**src/rtl/adc_spi_reader.sv**
```systemverilog
// SPI read master for the dual 14-bit ADC: pulses AD_CONV, clocks a 34-bit frame
// in on SPI_SCK and presents both samples with a one-clock valid strobe.
module adc_spi_reader #(
  parameter int HALF_DIV   = 2,
  parameter int FRAME_BITS = 34
) (
  input  logic        clk,
  input  logic        rst,
  input  logic        start,
  input  logic        SPI_MISO,
  output logic        AD_CONV,
  output logic        SPI_SCK,
  output logic        busy,
  output logic [13:0] data_a,
  output logic [13:0] data_b,
  output logic        data_valid
);
  localparam int DIV_W      = (HALF_DIV > 1) ? $clog2(HALF_DIV) : 1;
  localparam int BIT_W      = $clog2(FRAME_BITS + 1);
  localparam int SAMPLE_W   = 14;
  localparam int A_MSB_SLOT = 2;
  localparam int B_MSB_SLOT = 18;

  typedef enum logic [1:0] {IDLE, CONV, SHIFT, DONE} state_t;

  state_t              state_q;
  logic [DIV_W-1:0]    div_q, div_d;
  logic [BIT_W-1:0]    bit_q;
  logic                conv_tick_q;
  logic [SAMPLE_W-1:0] samp_a_q, samp_a_d;
  logic [SAMPLE_W-1:0] samp_b_q, samp_b_d;
  logic                tick;
  logic                sck_rise;

  assign tick     = (div_q == DIV_W'(HALF_DIV - 1));
  assign sck_rise = (state_q == SHIFT) && tick && !SPI_SCK;

  always_comb begin
    div_d = '0;
    if ((state_q == CONV) || (state_q == SHIFT)) begin
      div_d = tick ? '0 : div_q + 1'b1;
    end
  end

  // Only the 28 sample slots are kept; the bus-idle slots never reach a register.
  for (genvar gi = 0; gi < SAMPLE_W; gi++) begin : g_capture
    assign samp_a_d[SAMPLE_W-1-gi] = (sck_rise && (bit_q == BIT_W'(A_MSB_SLOT + gi)))
                                     ? SPI_MISO : samp_a_q[SAMPLE_W-1-gi];
    assign samp_b_d[SAMPLE_W-1-gi] = (sck_rise && (bit_q == BIT_W'(B_MSB_SLOT + gi)))
                                     ? SPI_MISO : samp_b_q[SAMPLE_W-1-gi];
  end

  always_ff @(posedge clk) begin
    if (!rst) begin
      state_q     <= IDLE;
      div_q       <= '0;
      bit_q       <= '0;
      conv_tick_q <= 1'b0;
      samp_a_q    <= '0;
      samp_b_q    <= '0;
      AD_CONV     <= 1'b0;
      SPI_SCK     <= 1'b0;
      busy        <= 1'b0;
      data_valid  <= 1'b0;
      data_a      <= '0;
      data_b      <= '0;
    end else begin
      div_q      <= div_d;
      samp_a_q   <= samp_a_d;
      samp_b_q   <= samp_b_d;
      data_valid <= 1'b0;
      case (state_q)
        IDLE: begin
          if (start) begin
            state_q     <= CONV;
            AD_CONV     <= 1'b1;
            busy        <= 1'b1;
            bit_q       <= '0;
            conv_tick_q <= 1'b0;
          end
        end
        CONV: begin
          // Conversion pulse spans two divider ticks.
          if (tick) begin
            conv_tick_q <= 1'b1;
            if (conv_tick_q) begin
              state_q     <= SHIFT;
              AD_CONV     <= 1'b0;
              conv_tick_q <= 1'b0;
            end
          end
        end
        SHIFT: begin
          if (tick) begin
            SPI_SCK <= !SPI_SCK;
            if (!SPI_SCK) begin
              bit_q <= bit_q + 1'b1;
            end else if (bit_q == BIT_W'(FRAME_BITS)) begin
              state_q <= DONE;
            end
          end
        end
        DONE: begin
          data_a     <= samp_a_q;
          data_b     <= samp_b_q;
          data_valid <= 1'b1;
          busy       <= 1'b0;
          state_q    <= IDLE;
        end
        default: state_q <= IDLE;
      endcase
    end
  end

endmodule

```
**config.mk**
```make
export PLATFORM = sky130hd
export DESIGN_NAME = adc_spi_reader
export DESIGN_NICKNAME = d
export VERILOG_FILES = /design/src/rtl/adc_spi_reader.sv
export SDC_FILE = /design/constraint.sdc
export NUM_CORES = 1
export LEC_CHECK = 0
export ABC_AREA = 1
export BUFFER_PORTS_ARGS = -buffer_cell sky130_fd_sc_hd__buf_4
export CORE_MARGIN = 2
export CORE_UTILIZATION = 25
export CTS_BUF_LIST = sky130_fd_sc_hd__clkbuf_4 sky130_fd_sc_hd__clkbuf_8 sky130_fd_sc_hd__clkbuf_16
export CTS_CLUSTER_DIAMETER = 100
export DETAILED_ROUTE_END_ITERATION = 6
export GPL_ROUTABILITY_DRIVEN = 0
export SYNTH_ARGS = -nofsm -noshare
export SYNTH_HDL_FRONTEND = slang
export SYNTH_SLANG_ARGS = --single-unit
```
**constraint.sdc**
```tcl
create_clock -name clk -period 5.2 [get_ports clk]
set_clock_uncertainty 0.2 [all_clocks]
set_input_delay 1.3 -clock clk [delete_from_list [all_inputs] [get_ports clk]]
set_output_delay 1.3 -clock clk [all_outputs]
set_load 0.005 [all_outputs]
```
==> metrics <==
Worst Path Arrival=2.42 ns; largest net degree at the start of global routing=between 60 and 70; final core utilization=a little under a third; H-tree Lvls=3; Hold/Removal Path Class=flop to flop; post-synthesis cell count=~420; Placed Instances=~590; iteration count of the initial detailed-routing pass=4; crit-path cells=buf_4 -> inv_1 -> a21oi_1 -> inv_1 -> a21oi_1; CP max FO=between 60 and 70; Avg Cell Area, Syn=7.093 µm²; RSZ-0062 raised after global routing=false; Mapped Area=roughly 0.0030 mm²; final count of hold timing violations=0; peak supply drop=0.3677 mV; CTS buffer count=9; Wirelength per Cell=~11 µm; CP max-delay cell=buf_4; clock root cell=clkbuf_16; Slew @ Worst Pin=0.7816 ns; top cell type's share of synthesized area=between 40% and 50%; post-synth top area cell=dfxtp_1; worst endpoint required time=roughly 5.3 ns; CTS tree=done; clock slew at reported path FFs=roughly 0.06 ns; f_max=423.2 MHz; chip width=~110 µm; post-synthesis sequential area ratio=46.71%; clk sinks=70; largest cells by area after synthesis=dfxtp_1 47%, nor2_1 16%, nand2_1 11%; YS warnings=0; ANT nets after route=0; Yosys cell types=24; Hold Buf Count CTS=0; #FFs+latches synth=70; max cap viols=0; post-DP HPWL=4.589 mm; post-CTS setup buffer count=0; Final Max Slew Viols=0; number of vias per cell=between 4 and 5; Sequential Area=about 0.0014 mm²; Cell Count, Final, Fillers Out=between 600 and 700; Multi-input gate area=0.001401 mm²; global route overflow=0; Clock Tree Buf Depth=2; ant diodes=0; Clock Latency Late Sink=around 0.33 ns; Setup crit end kind=flop; final worst path period need=2.363 ns; Remaining DRCs=0; final setup TNS=0 ns; core area=between 0.01 and 0.015 mm²; height of the die=about 110 µm; outcome=finished, final reports clean; initial antenna violation count=0; Nets=around 460; full die area=around 0.013 mm²; Final setup viols=0; Detailed Route Iter0 Violations=136; delay of the slowest critical-path stage=~0.46 ns; FP Rows=40; first-pass GRT wire length=11.67 mm; pwr dens=~460 mW/mm²; Slew HR=a little under half; post-CTS sizing=0; syn nets=around 440; IO Port Bufs=35; Routed WL=about 6.8 mm; via count=between 2000 and 3000; Initial Util=about a quarter; vias in the first global route=around 2500; fillers=around 1200; Ports=36; kind of critical path=input pin to flop; crit-path leading delay family=buffers and inverters; CP Launch Type=input pin; Final Cycle Share=between 40% and 50%; area grow syn2layout=22.89%; proportion of layout cells with a drive suffix above 1=between 10% and 20%; Tot GR Track Use=between 10 and 15%; crit path buf inv count=3; leakage power=between 1.5 and 2 nW
-- worst min-delay path: stages, from the launching register on --
cell and delay (ns):
dfxtp_1 0.29, inv_1 0.06, a21oi_1 0.06
-- metal layers --
layer	up-vias	share of wire, %	track usage, %
met2	55	45	17.52
met5	-	0	0
met1	1157	50	14.83
met3	4	4.1	3.029
li1	1386	-	-
met4	0	0.72	4.146
-- through the flow --
| step | power (mW) | worst slack (ns) | hold WS (ns) | area [µm²] |
|---|---|---|---|---|
| 3_3_place_gp | 1.012 | 2.577 | 0.2236 | 3354 |
| 4_1_cts | 1.707 | 2.827 | 0.2605 | 3687 |
| 2_1_floorplan | 0.8984 | 2.857 | 0.2106 | 3000 |
| 3_5_place_dp | 1.025 | 2.487 | 0.2517 | 3354 |
| 6_report | 1.680 | 2.837 | 0.2526 | 3687 |
| 5_1_grt | 1.786 | 2.666 | 0.2750 | 3687 |
-- cell usage after synthesis (all sizes together) --
library cell  number
nor3               9
clkinv             2
dfxtp             70
nand3             14
clkbuf            11
buf                8
o21a               1
o211ai             1
or2                2
nand4              2
ha                 8
o21ai             35
nor2             133
inv               24
a21oi             10
o21bai             8
nand2             85
-- flip-flops by register name (all words and copies together), names as in the netlist, 2 cells and up --
| register | cells |
|---|---|
| samp_b_q | 14 |
| bit_q | 6 |
| state_q | 2 |
| samp_a_q | 14 |
| data_b | 14 |
| data_a | 14 |
-- cells in the final DEF (no fill, tap or decap) --
master	count
a21oi_1	10
buf_4	36
bufinv_16	2
clkbuf_16	9
clkbuf_8	1
clkinv_1	2
clkinv_4	2
clkinvlp_4	1
dfxtp_1	70
ha_1	8
inv_1	24
inv_6	1
nand2_1	84
nand2_2	1
nand3_1	12
nand3_2	1
nand3_4	1
nand4_1	2
nor2_1	126
nor2_2	6
nor2_4	1
nor3_1	9
o211ai_1	1
o21a_1	1
o21ai_0	34
o21ai_1	1
o21bai_1	8
or2_2	2
-- report_power, final --
| group | internal, mW | leakage (nW) | switching (mW) |
|---|---|---|---|
| Clock | 0.436 | 0.159 | 0.234 |
| Combinational | 0.146 | 0.892 | 0.242 |
| Sequential | 0.592 | 0.566 | 0.0298 |
-- cell families after synthesis --
kind of cell             count (synthesis)  synth area share [%]
adder cells (fa/ha/maj)                  8                 3.336
AND/OR/NAND/NOR                        245                 33.36
buffers and inverters                   45                 6.589
flip-flops                              70                 46.71
AO/OA/AOI/OAI                           55                 10.01
-- area by class of cell --
| type | count | area share, % |
|---|---|---|
| Inverter | 26 | 2.647 |
| Clock buffer | 10 | 6.481 |
| Timing Repair Buffer | 36 | 7.329 |
| Tap cell | 147 | 4.988 |
| Clock inverter | 6 | 2.545 |
| Multi-Input combinational cell | 308 | 38.00 |
| Sequential cell | 70 | 38.00 |
-- worst paths after layout --
kind	startpoint	endpoint	slack, ns	cells past startpoint
hold / removal	conv_tick_q	conv_tick_q	0.25	2
setup / recovery	rst	bit_q[3]	2.84	5
hold reg to reg	conv_tick_q	conv_tick_q	0.25	2
setup reg to reg	state_q[0]	samp_b_q[0]	2.95	9
Power figures use the tool's default switching activity.
